### config.mk
export PLATFORM = sky130hd
export DESIGN_NAME = l524_rom_icb_ctrl
export DESIGN_NICKNAME = d
export VERILOG_FILES = /design/src/rtl/l524_rom_icb_ctrl.sv
export SDC_FILE = /design/constraint.sdc
export NUM_CORES = 1
export LEC_CHECK = 0
export CORE_ASPECT_RATIO = 1.2
export CORE_MARGIN = 2
export CORE_UTILIZATION = 41
export CTS_BUF_LIST = sky130_fd_sc_hd__clkbuf_2 sky130_fd_sc_hd__clkbuf_4 sky130_fd_sc_hd__clkbuf_8
export CTS_CLUSTER_DIAMETER = 200
export DETAILED_ROUTE_END_ITERATION = 8
export PLACE_DENSITY = 0.89
export REMOVE_ABC_BUFFERS = 1
export SLEW_MARGIN = 20
export SYNTH_ARGS = -nofsm -noshare
export SYNTH_HDL_FRONTEND = slang
export SYNTH_SLANG_ARGS = --single-unit
### constraint.sdc
create_clock -name clk -period 1.6 [get_ports clk]
set_input_delay 0.48 -clock clk [delete_from_list [all_inputs] [get_ports clk]]
set_output_delay 0.48 -clock clk [all_outputs]
set_load 0.02 [all_outputs]
### src/rtl/l524_rom_icb_ctrl.sv
`default_nettype none
// +--------------------------------------------------------------------------+
// | l524_rom_icb_ctrl : ICB slave front end for the boot mask ROM            |
// | Rev 1.0                                                                  |
// +--------------------------------------------------------------------------+
module l524_rom_icb_ctrl #(
  parameter int          ADDR_WIDTH = 12,
  parameter int          DATA_WIDTH = 32,
  parameter logic [31:0] BASE_ADDR  = 32'h0000_1000
) (
  input  logic                  clk,
  input  logic                  rst_n,
  input  logic                  icb_cmd_valid,
  output logic                  icb_cmd_ready,
  input  logic [31:0]           icb_cmd_addr,
  input  logic                  icb_cmd_read,
  input  logic [31:0]           icb_cmd_wdata,
  input  logic [3:0]            icb_cmd_wmask,
  output logic                  icb_rsp_valid,
  input  logic                  icb_rsp_ready,
  output logic                  icb_rsp_err,
  output logic [DATA_WIDTH-1:0] icb_rsp_rdata,
  output logic [ADDR_WIDTH-3:0] rom_addr,
  input  logic [DATA_WIDTH-1:0] rom_dout
);

  logic [1:0]            r_count;
  logic                  r_wptr;
  logic                  r_rptr;
  logic [1:0]            r_err;
  logic [DATA_WIDTH-1:0] r_rdata [2];

  logic w_hit;
  logic w_err;
  logic w_push;
  logic w_pop;
  logic w_unused_ok;

  // The ROM has no write port; write data and mask are deliberately dropped.
  assign w_unused_ok = ^{icb_cmd_wdata, icb_cmd_wmask};

  assign rom_addr = icb_cmd_addr[ADDR_WIDTH-1:2];
  assign w_hit    = (icb_cmd_addr[31:ADDR_WIDTH] == BASE_ADDR[31:ADDR_WIDTH]);
  assign w_err    = ~icb_cmd_read | ~w_hit | (icb_cmd_addr[1:0] != 2'b00);

  assign icb_cmd_ready = (r_count != 2'd2) | icb_rsp_ready;
  assign icb_rsp_valid = (r_count != 2'd0);
  assign icb_rsp_err   = icb_rsp_valid ? r_err[r_rptr]   : 1'b0;
  assign icb_rsp_rdata = icb_rsp_valid ? r_rdata[r_rptr] : '0;

  assign w_push = icb_cmd_valid & icb_cmd_ready;
  assign w_pop  = icb_rsp_valid & icb_rsp_ready;

  always_ff @(posedge clk or negedge rst_n) begin
    if (!rst_n) begin
      r_count    <= 2'd0;
      r_wptr     <= 1'b0;
      r_rptr     <= 1'b0;
      r_err      <= 2'b00;
      r_rdata[0] <= '0;
      r_rdata[1] <= '0;
    end else begin
      if (w_push) begin
        r_err[r_wptr]   <= w_err;
        r_rdata[r_wptr] <= w_err ? '0 : rom_dout;
        r_wptr          <= ~r_wptr;
      end
      if (w_pop) begin
        r_rptr <= ~r_rptr;
      end
      case ({w_push, w_pop})
        2'b10:   r_count <= r_count + 2'd1;
        2'b01:   r_count <= r_count - 2'd1;
        default: r_count <= r_count;
      endcase
    end
  end

endmodule
`default_nettype wire

==> metrics.cfg <==
[worst_setup_path]
crit_required_ns=1.12
cp.arrival_ns=1.54
endpoint_kind=output port
worstPathMaxFanout=7
worstReg2RegEnd=r_count[1]$_DFFE_PN0P_
critPathKind=reg2out
cp-start-kind=flip-flop
rr_worst_depth=9
r2r_slack_ns=-0.22
reg2reg_from=r_count[0]$_DFFE_PN0P_

[timing]
layout_setup_ws_ns=-0.419
maxSlewViolCount=0
post-route-period-util_pct=126
tns_ns=-17.89
maxSlewHeadroom_pct=67.6
rsz0062_at_grt=true
holdWs_ns=0.0235
clock_skew_ns=0.00557
tightest_slew_ns=0.481
finalHoldViolations=0
finalWorstPathRequiredPeriod_ns=2.02
max_freq_mhz=495
setup_viol=104

[routing]
vias=3944
drt_iter0_markers=323
vias_per_cell=6.22
antenna_left=0
wl_met2_um=8450
wl_per_cell_um=26.2
route.detailed.drc=0
wl_met3_um=1390
dr.pass1.iters=5
top_layer_used=met4
routed_wl_um=16600
wl_met1_um=6100

[power_and_ir_drop]
peakVddDrop_uv=1120
p_switching_mw=2.65
total_power_mw=6.97
comb_power_share_pct=48.9
p_leak_nw=4.38
p_clk_share_pct=23.5
p_sw_share_pct=38.0
internal_power_mw=4.32
p_seq_share_pct=27.6
p_per_area_mw_per_mm2=996

[synth]
yosys_warnings=0
synth_seq_area_share_pct=44.0
syn_inst=376
netlist_area_mm2=0.00398
synth_cell_types=25
syn_avg_cell_area_um2=10.6
synth-seq-cells=70

[global_routing]
grt_max_degree=67
grt_antenna_before_repair=0
grt_usage_pct=29.4
grt_pass1_wl_um=23500
gr-total-overflow=0
grt_pass1_vias=4155

[die]
rows=39
start_util_pct=42.1
die_x_um=94.0
ios=150
die_area_mm2=0.0105
die_h_um=112
core_mm2=0.00947

[clock_network]
numCtsBuffers=9
cts_tree=built
clockBufferDepth=2
cts-htree-levels=3
clockRootBuffer=clkbuf_8
clk_pin_slew_ns=0.07
ctsHoldBuffers=0
clock-sinks=70
clk_latency_ns=0.36

[status]
violations=setup timing
status=complete, but fails checks

[placed_design]
hpwl_um=7290
place_congestion=0.720
io_buffers=93

[layout]
most-common-layout-cells=69 x dfrtp_1, 45 x buf_4, 41 x o41ai_4, 35 x o21ai_1
nets=613
drive_above_1_share_pct=46.2
fillerInstances=557
antenna_cells=0
finish.utilization_pct=73.9
area_delta_synth_final_pct=75.7
final_common_cell=dfrtp_1

[flow_run]
max_cap_violations=0

[hold_path]
worstHoldPathType=in2async

[synth_stat cells]
cell	number	area, µm²
dfrtp_1	70	1750
o21ai_0	64	320
o41ai_2	39	634
nor2_1	35	131
inv_1	34	128
mux2i_1	33	330
o41ai_1	25	219
clkbuf_1	24	90.1
buf_4	14	105
buf_2	12	60.1
nand2_1	3	11.3
nor4_1	3	18.8
xnor2_1	3	26.3
nand2b_1	2	12.5
nor4b_2	2	30.0
o21bai_1	2	15.0
o31a_1	2	17.5
xor2_1	2	17.5
and2_1	1	6.26
buf_6	1	11.3
ha_1	1	12.5
nand3_2	1	10.0
nand4_1	1	6.26
nor3_1	1	5.00
nor3b_2	1	12.5
[logic make-up after synthesis]
family	after synthesis	share of synthesized area [%]
buffers and inverters	85	9.90
flip-flops	70	44.0
XOR/XNOR	5	1.10
multiplexers	33	8.29
AND/OR/NAND/NOR	50	6.13
adder cells (fa/ha/maj)	1	0.314
AO/OA/AOI/OAI	132	30.3
[power by group through the flow]
stage                     Combinational, mW  Clock (mW)  Sequential (mW)
after floorplan                       0.800           0             2.06
after global placement                 1.94           0             1.91
after detailed placement               1.97           0             1.91
after CTS                              3.19        1.62             1.90
after global routing                   3.51        1.73             1.93
final                                  3.41        1.63             1.93
[state kept, by name (all words and copies together), names as in the netlist]
name	cells
r_count	2
r_rptr	1
r_wptr	1
r_err	2
r_rdata	64
[repair_timing]
| action | 4_1_cts | 5_1_grt |
|---|---|---|
| pin swaps | 66 | 33 |
| buffers inserted | 27 | 10 |
| endpoints found under the setup margin | 103 | 104 |
| resized for setup | 309 | 118 |
| gates cloned | 20 | 2 |
[critical path, stage by stage (launching register included)]
cell and delay, ns:
dfrtp_2 0.45, buf_6 0.18, buf_6 0.11, mux2i_1 0.21, nor2_1 0.08, buf_4 0.16
[worst max path at each step]
| stage | from | to | slack, ns | cells after the start |
|---|---|---|---|---|
| after global placement | icb_rsp_ready | icb_cmd_ready | -0.61 | 4 |
| after detailed placement | icb_cmd_addr[13] | r_rdata[42]$_DFFE_PN0P_ | -0.68 | 5 |
| after global routing | r_rptr$_DFFE_PN0P_ | icb_rsp_rdata[22] | -0.45 | 5 |
| after floorplan | icb_cmd_addr[22] | r_rdata[32]$_DFFE_PN0P_ | -2.18 | 3 |
| after CTS | r_rptr$_DFFE_PN0P_ | icb_rsp_rdata[5] | -0.40 | 5 |
| final | r_rptr$_DFFE_PN0P_ | icb_rsp_rdata[22] | -0.42 | 5 |
[metrics by stage]
step | worst slack [ns] | cells | area [µm²]
6_report | -0.419 | 634 | 7000
2_1_floorplan | -2.18 | 325 | 3720
4_1_cts | -0.396 | 631 | 6610
3_3_place_gp | -0.614 | 570 | 5150
3_5_place_dp | -0.682 | 570 | 5150
5_1_grt | -0.448 | 634 | 7000
[final cells by class]
| class | count | area [µm²] | share of cell area [%] |
|---|---|---|---|
| Sequential cell | 70 | 1750 | 25.0 |
| Tap cell | 123 | 154 | 2.20 |
| Clock inverter | 4 | 70.1 | 1.00 |
| Inverter | 34 | 130 | 1.86 |
| Timing Repair Buffer | 170 | 2030 | 29.0 |
| Clock buffer | 11 | 151 | 2.16 |
| Multi-Input combinational cell | 222 | 2710 | 38.7 |
[layer usage]
metal | up-vias | track usage [%]
met2 | 234 | 48.6
met5 | - | 0
met3 | 63 | 9.68
met4 | 0 | 9.37
met1 | 1998 | 36.4
li1 | 1649 | -
No activity file was read; power rests on OpenSTA's default activity.
